===== src/rtl/gb_mem_pkg.sv =====
// Shared memory-map constants and DMA state type for the
// Game Boy OAM DMA slice.
package gb_mem_pkg;

  localparam int OAM_LEN   = 160;
  localparam int GB_ADDR_W = 15;

  typedef enum logic {
    IDLE,
    RUN
  } dma_state_t;

  function automatic logic [15:0] page_addr(
    input logic [7:0] page,
    input logic [7:0] idx
  );
    return {page, idx};
  endfunction

endpackage


===== src/rtl/gb_oam_dma_if.sv =====
// Bus bundle of the OAM DMA: CPU request side, bram read
// port and OAM write port. master = the DMA engine.
interface gb_oam_dma_if #(
  parameter int ADDR_W = 15
) ();

  logic              start;
  logic [7:0]        src_page;
  logic              busy;
  logic              done;
  logic              src_en;
  logic              src_we;
  logic [ADDR_W-1:0] src_addr;
  logic [7:0]        src_dout;
  logic              dst_en;
  logic              dst_we;
  logic [7:0]        dst_addr;
  logic [7:0]        dst_din;

  modport master (
    input  start,
    input  src_page,
    input  src_dout,
    output busy,
    output done,
    output src_en,
    output src_we,
    output src_addr,
    output dst_en,
    output dst_we,
    output dst_addr,
    output dst_din
  );

  modport slave (
    output start,
    output src_page,
    output src_dout,
    input  busy,
    input  done,
    input  src_en,
    input  src_we,
    input  src_addr,
    input  dst_en,
    input  dst_we,
    input  dst_addr,
    input  dst_din
  );

endinterface


===== src/rtl/gb_oam_dma_timer.sv =====
// Per-byte phase counter of the OAM DMA: issue, capture
// and last-phase strobes derived from the phase value.
module dma_step_timer #(
  parameter int STEP_CYCLES  = 4,
  parameter int READ_LATENCY = 1
) (
  input  logic clka,
  input  logic rsta,
  input  logic clear,
  input  logic en,
  output logic issue,
  output logic capture,
  output logic last_phase
);

  localparam int PW =
    (STEP_CYCLES > 1) ? $clog2(STEP_CYCLES) : 1;

  localparam logic [PW-1:0] CAP_PH  = PW'(READ_LATENCY);
  localparam logic [PW-1:0] LAST_PH = PW'(STEP_CYCLES - 1);
  localparam logic [PW-1:0] ONE     = PW'(1);

  logic [PW-1:0] phase;

  always_ff @(posedge clka) begin
    if (rsta || clear) begin
      phase <= '0;
    end else if (en) begin
      phase <= last_phase ? '0 : phase + ONE;
    end
  end

  assign issue      = (phase == '0);
  assign capture    = (phase == CAP_PH);
  assign last_phase = (phase == LAST_PH);

endmodule


===== src/rtl/gb_oam_dma.sv =====
// OAM DMA engine: copies LEN bytes of a bram page into OAM.
// GB_OAM_DMA_RESTART_EN: start during RUN restarts the copy.
module gb_oam_dma
  import gb_mem_pkg::*;
#(
  parameter int LEN          = OAM_LEN,
  parameter int STEP_CYCLES  = 4,
  parameter int READ_LATENCY = 1,
  parameter int ADDR_W       = GB_ADDR_W
) (
  input logic          clka,
  input logic          rsta,
  gb_oam_dma_if.master bus
);

  localparam logic [7:0] LAST_IDX = 8'(LEN - 1);

  dma_state_t state, state_n;
  logic [7:0] idx, idx_n;
  logic [7:0] page, page_n;

  logic clr;
  logic run;
  logic restart;
  logic issue;
  logic capture;
  logic last_phase;

  logic [15:0] full_addr;
  logic        src_en;
  logic        dst_en;
  logic        done;

  dma_step_timer #(
    .STEP_CYCLES (STEP_CYCLES),
    .READ_LATENCY(READ_LATENCY)
  ) u_timer (
    .clka      (clka),
    .rsta      (rsta),
    .clear     (clr),
    .en        (run),
    .issue     (issue),
    .capture   (capture),
    .last_phase(last_phase)
  );

  always_ff @(posedge clka) begin
    if (rsta) begin
      state <= IDLE;
      idx   <= '0;
      page  <= '0;
    end else begin
      state <= state_n;
      idx   <= idx_n;
      page  <= page_n;
    end
  end

  always_comb begin
    state_n = state;
    idx_n   = idx;
    page_n  = page;
    clr     = 1'b0;
    run     = 1'b0;
    restart = 1'b0;
    done    = 1'b0;
    unique case (state)
      IDLE: begin
        clr = 1'b1;
        if (bus.start) begin
          page_n  = bus.src_page;
          idx_n   = '0;
          state_n = RUN;
        end
      end
      RUN: begin
        run = 1'b1;
`ifdef GB_OAM_DMA_RESTART_EN
        restart = bus.start;
`else
        restart = 1'b0;
`endif
        // a restart abandons the current copy, so no done pulse
        if (restart) begin
          page_n = bus.src_page;
          idx_n  = '0;
          clr    = 1'b1;
        end else if (last_phase) begin
          if (idx == LAST_IDX) begin
            done    = 1'b1;
            idx_n   = '0;
            state_n = IDLE;
          end else begin
            idx_n = idx + 8'd1;
          end
        end
      end
      default: begin
        state_n = IDLE;
      end
    endcase
  end

  assign full_addr = page_addr(page, idx);
  assign src_en    = run && issue;
  assign dst_en    = run && capture;

  assign bus.busy     = run;
  assign bus.done     = done;
  assign bus.src_en   = src_en;
  assign bus.src_we   = 1'b0;
  assign bus.src_addr = run ? full_addr[ADDR_W-1:0] : '0;
  assign bus.dst_en   = dst_en;
  assign bus.dst_we   = dst_en;
  assign bus.dst_addr = dst_en ? idx : 8'h00;
  assign bus.dst_din  = dst_en ? bus.src_dout : 8'h00;

endmodule


===== src/flat_wrapper.sv =====
// flat-port wrapper written by rule: the top's interface ports become plain ports
module gb_oam_dma_flat import gb_mem_pkg::*;
#(
  parameter int LEN          = OAM_LEN,
  parameter int STEP_CYCLES  = 4,
  parameter int READ_LATENCY = 1,
  parameter int ADDR_W       = GB_ADDR_W
)
  (clka, rsta, bus_start, bus_src_page, bus_src_dout, bus_busy, bus_done, bus_src_en, bus_src_we, bus_src_addr, bus_dst_en, bus_dst_we, bus_dst_addr, bus_dst_din);
  gb_oam_dma_if #(.ADDR_W(ADDR_W)) bus_i ();
  input logic clka;
  input logic rsta;
  input wire logic [$bits(bus_i.start)-1:0] bus_start;
  input wire logic [$bits(bus_i.src_page)-1:0] bus_src_page;
  input wire logic [$bits(bus_i.src_dout)-1:0] bus_src_dout;
  output wire logic [$bits(bus_i.busy)-1:0] bus_busy;
  output wire logic [$bits(bus_i.done)-1:0] bus_done;
  output wire logic [$bits(bus_i.src_en)-1:0] bus_src_en;
  output wire logic [$bits(bus_i.src_we)-1:0] bus_src_we;
  output wire logic [$bits(bus_i.src_addr)-1:0] bus_src_addr;
  output wire logic [$bits(bus_i.dst_en)-1:0] bus_dst_en;
  output wire logic [$bits(bus_i.dst_we)-1:0] bus_dst_we;
  output wire logic [$bits(bus_i.dst_addr)-1:0] bus_dst_addr;
  output wire logic [$bits(bus_i.dst_din)-1:0] bus_dst_din;
  assign bus_i.start = bus_start;
  assign bus_i.src_page = bus_src_page;
  assign bus_i.src_dout = bus_src_dout;
  assign bus_busy = bus_i.busy;
  assign bus_done = bus_i.done;
  assign bus_src_en = bus_i.src_en;
  assign bus_src_we = bus_i.src_we;
  assign bus_src_addr = bus_i.src_addr;
  assign bus_dst_en = bus_i.dst_en;
  assign bus_dst_we = bus_i.dst_we;
  assign bus_dst_addr = bus_i.dst_addr;
  assign bus_dst_din = bus_i.dst_din;
  gb_oam_dma #(.LEN(LEN), .STEP_CYCLES(STEP_CYCLES), .READ_LATENCY(READ_LATENCY), .ADDR_W(ADDR_W)) u_core (.clka(clka), .rsta(rsta), .bus(bus_i));
endmodule

===== config.mk =====
export PLATFORM = sky130hd
export DESIGN_NAME = gb_oam_dma_flat
export DESIGN_NICKNAME = d
export VERILOG_FILES = /design/src/rtl/gb_mem_pkg.sv /design/src/rtl/gb_oam_dma_if.sv /design/src/rtl/gb_oam_dma_timer.sv /design/src/rtl/gb_oam_dma.sv /design/src/flat_wrapper.sv
export SDC_FILE = /design/constraint.sdc
export NUM_CORES = 1
export LEC_CHECK = 0
export CORE_ASPECT_RATIO = 1.1
export CORE_MARGIN = 3
export CORE_UTILIZATION = 42
export CTS_CLUSTER_SIZE = 8
export DETAILED_ROUTE_END_ITERATION = 8
export GPL_TIMING_DRIVEN = 0
export PLACE_DENSITY = 0.83
export SLEW_MARGIN = 0
export SYNTH_ARGS = -nofsm -noshare
export SYNTH_HDL_FRONTEND = slang
export SYNTH_HIERARCHICAL = 1
export SYNTH_SLANG_ARGS = --single-unit

===== constraint.sdc =====
create_clock -name clka -period 2.4 [get_ports clka]
set_clock_uncertainty 0.1 [all_clocks]
set_input_delay 0.48 -clock clka [delete_from_list [all_inputs] [get_ports clka]]
set_output_delay 0.48 -clock clka [all_outputs]
set_load 0.005 [all_outputs]

==> results by group <==
Synth
  – Fraction of the yosys area taken by sequential cells: between 30 and 40%
  – Yosys cell types: 35
  – Top-count cell post-synth: nand2_1
  – Number of enable-type register cells in the synthesized netlist: 0
  – Nets in the synthesized netlist: 161
  – Async set-reset flop share out of synthesis: 0%
  – Number of standard cells after synthesis: 138
  – List of most frequent post-synthesis cells: nand2_1, dfxtp_1, and2_1
  – Area contributors post-synth: dfxtp_1, and2_1, and3_1
  – Cell taking the most area after synthesis: dfxtp_1
  – Flip-flop and latch count after synthesis: 18
  – Count of synthesis-stage warnings from yosys: 6
  – Per-instance average area after synthesis: 7.78 um2
  – Top_reg_cell synth: dfxtp_1
  – Fraction of synthesized cell area taken by the top area cell type: 33.6%
  – Area of the mapped netlist: 0.00107 mm2

GRT
  – Largest net degree at the start of global routing: 11
  – GRT Total Usage: 20.0%
  – Fraction of met2 tracks used by global routing: roughly 36%
  – Most crowded layer after global routing: met2
  – Wire length of the first global-routing pass: ~4800 um
  – Total overflow reported by the global router: 0
  – Global routing usage on met1: 23.2%
  – Initial antenna violation count: 0
  – Met3 capacity usage during global routing: 3.78%
  – Via count of the first global-routing pass: 1,091

Floorplan
  – Height of the die: 59.0 um
  – # rows: 18
  – Core area: between 0.002 and 0.0025 mm2
  – Total Die Area: 0.00320 mm2
  – # IOs: 56
  – Initial core utilization: 45.8%
  – Die X: 54.2 um

Worst setup path
  – Cell Chain, Critical Path: inv_2 -> ha_4 -> clkbuf_8 -> and3_1 -> clkdlybuf4s50_1
  – Crit Path Class: reg -> out
  – CP max-delay cell: clkdlybuf4s50_1
  – Worst reg2reg setup slack: between 0.7 and 0.8 ns
  – Setup crit start kind: register
  – Critical path's top delay family: buffers and inverters
  – Category of the worst setup path capture point: primary output
  – Slowest cell delay on critical path: 0.50 ns
  – Data arrival time of the critical path: around 1.7 ns
  – Biggest fanout along the worst timing path: 10
  – Worst reg-to-reg path cell count: 5
  – Reg-to-Reg Start: u_core/u_timer/phase[0]
  – Worst r2r dst: u_core/idx[3]
  – Data required time at the worst endpoint: around 1.8 ns
  – Critical path buffers and inverters: 3

Power
  – Worst IR drop on VDD: ~0.00036 V
  – Portion of total power attributed to sequential cells: 52.7%
  – Switching share of total power: 23.8%
  – Cell-internal power: 0.000454 W
  – Switch Pwr: 0.000142 W
  – Share of total power in combinational logic: ~16%
  – Power Density: 342 mW/mm2
  – Fraction of power consumed by the clock network: 31.1%
  – Static leakage power: around 0.7 nW

Place
  – Buffers on Ports: 53
  – Routability cong.: 0.821
  – Final HPWL DP: ~2300 um

Drt
  – Wire length per cell after detailed routing: 13.6 um
  – Number of vias after detailed routing: about 1,200
  – Number of optimization iterations in the first detailed-route pass: 4
  – Antenna Nets Post-Route: 0
  – Total routed wirelength: 3060 um
  – Per-cell via count in the routed design: between 5 and 6
  – Detailed router's first-iteration violation count: 41
  – Remaining design rule violation count: 0

Worst hold path
  – Worst-case hold path end point: u_core/page[2]
  – Tightest Hold Check Type: reg -> reg
  – Hold depth: 2
  – HP Start: u_core/page[2]

Clocking
  – Hold Buf Count CTS: 0
  – Number of buffers inserted during clock tree synthesis: 3
  – Root buffer cell: clkbuf_4
  – Clock latency reported for the late side of the worst-skew pair: 0.29 ns
  – TritonCTS clock tree: built
  – Largest buffer count on any clock path: 2
  – Maximum level of the CTS H-tree: 1
  – Clk slew on worst S/H paths: 0.10 ns
  – CTS Sinks: 18

Finish
  – Area growth from synthesis to layout: 62.1%
  – Final Util: roughly three quarters
  – Layout cell share with drive strength beyond 1: about 15%
  – Final #Nets: 219
  – Antenna cells: 0

STA
  – Number of setup violations in the final report: 0
  – Number of max-slew violations in the final report: 0
  – Share of the clock period used by the worst path after layout: about 95%
  – Number of hold violations in the final report: 0
  – RSZ-0062 raised after global routing: false
  – Post-layout minimum cycle time: 2.29 ns
  – Final-layout worst hold slack: ~0.36 ns
  – Highest clock frequency the design can meet: approximately 0.44 GHz

Status
  – Status: finished, final reports clean

Job
  – Total of max-cap violations: 0
==> per-stage QoR <==
stage          area, um2  setup WS (ns)  std cells  TNS [ns]  total power (W)
2_1_floorplan       1070          0.692        138         0         0.000358
3_3_place_gp        1640         0.0237        221         0         0.000412
3_5_place_dp        1640        -0.0422        221   -0.0422         0.000415
4_1_cts             1740        -0.0175        225   -0.0175         0.000603
5_1_grt             1740         0.0442        225         0         0.000627
6_report            1740          0.114        225         0         0.000596
==> registers in the layout, indices dropped and copies added, names as in the netlist <==
| signal | cells |
|---|---|
| u_core/idx | 8 |
| u_core/state | 1 |
| u_core/u_timer/phase | 2 |
| u_core/page | 7 |
==> power by group through the flow <==
stage	Combinational [W]	Clock [W]	Sequential [W]
CTS	0.000101	0.000191	0.000311
detailed placement	0.0000948	0	0.000320
global route	0.000106	0.000206	0.000316
finish	0.0000961	0.000186	0.000314
global placement	0.0000924	0	0.000319
floorplan	0.0000398	0	0.000319
==> routing by layer <==
layer / routed length [um] / up-vias
met4: 19 / 0
met2: 1550 / 52
met3: 306 / 2
met5: 0 / -
li1: - / 588
met1: 1180 / 525
==> logic make-up after synthesis <==
family,count (synthesis),share of synthesized area (%)
AO/OA/AOI/OAI,27,16.3
adder cells (fa/ha/maj),4,4.66
buffers and inverters,12,5.01
flip-flops,18,33.6
multiplexers,1,0.932
other,1,0.349
AND/OR/NAND/NOR,75,39.2
==> cells in the final DEF (no fill, tap or decap), drive strengths merged, types with 2 or more instances in the layout <==
cell type and n:
inv 3, a21oi 14, a211oi 2, and3 16, buf 3, nand2b 2
nor3 2, nand3 2, ha 4, clkdlybuf4s50 51, dfxtp 18, a31oi 3
o21ai 5, nand2 19, nor2 8, and2 17, clkbuf 10, nor2b 2
==> worst min-delay path, cell delays in order (launching register included) <==
cell and delay, ns:
dfxtp_1 0.32, nand2_1 0.05, a21oi_1 0.05
==> layout make-up <==
| type | count | area, um2 |
|---|---|---|
| sequential | 18 | 374 |
| clock buffer | 4 | 36.3 |
| fill | 187 | 602 |
| multi-input combinational | 108 | 682 |
| tap | 30 | 37.5 |
| timing repair buffer | 54 | 539 |
| inverter | 3 | 11.3 |
| buffer | 8 | 60.1 |
==> worst max-delay path by stage <==
| stage | from | endpoint | cells after the start |
|---|---|---|---|
| 3_5_place_dp | u_core/state | bus_dst_we | 5 |
| 2_1_floorplan | u_core/state | bus_dst_we | 4 |
| 4_1_cts | u_core/u_timer/phase[1] | bus_dst_we | 6 |
| 3_3_place_gp | u_core/state | bus_dst_we | 5 |
| 6_report | u_core/u_timer/phase[1] | bus_dst_din[3] | 5 |
| 5_1_grt | u_core/state | bus_dst_addr[6] | 3 |
==> repair_timing <==
item | 4_1_cts | 5_1_grt
setup buffers | 0 | 1
gates resized for setup | 23 | 3
setup endpoints to repair | 31 | 17
pin swaps | 0 | 1
No activity file was read; power rests on OpenSTA's default activity.
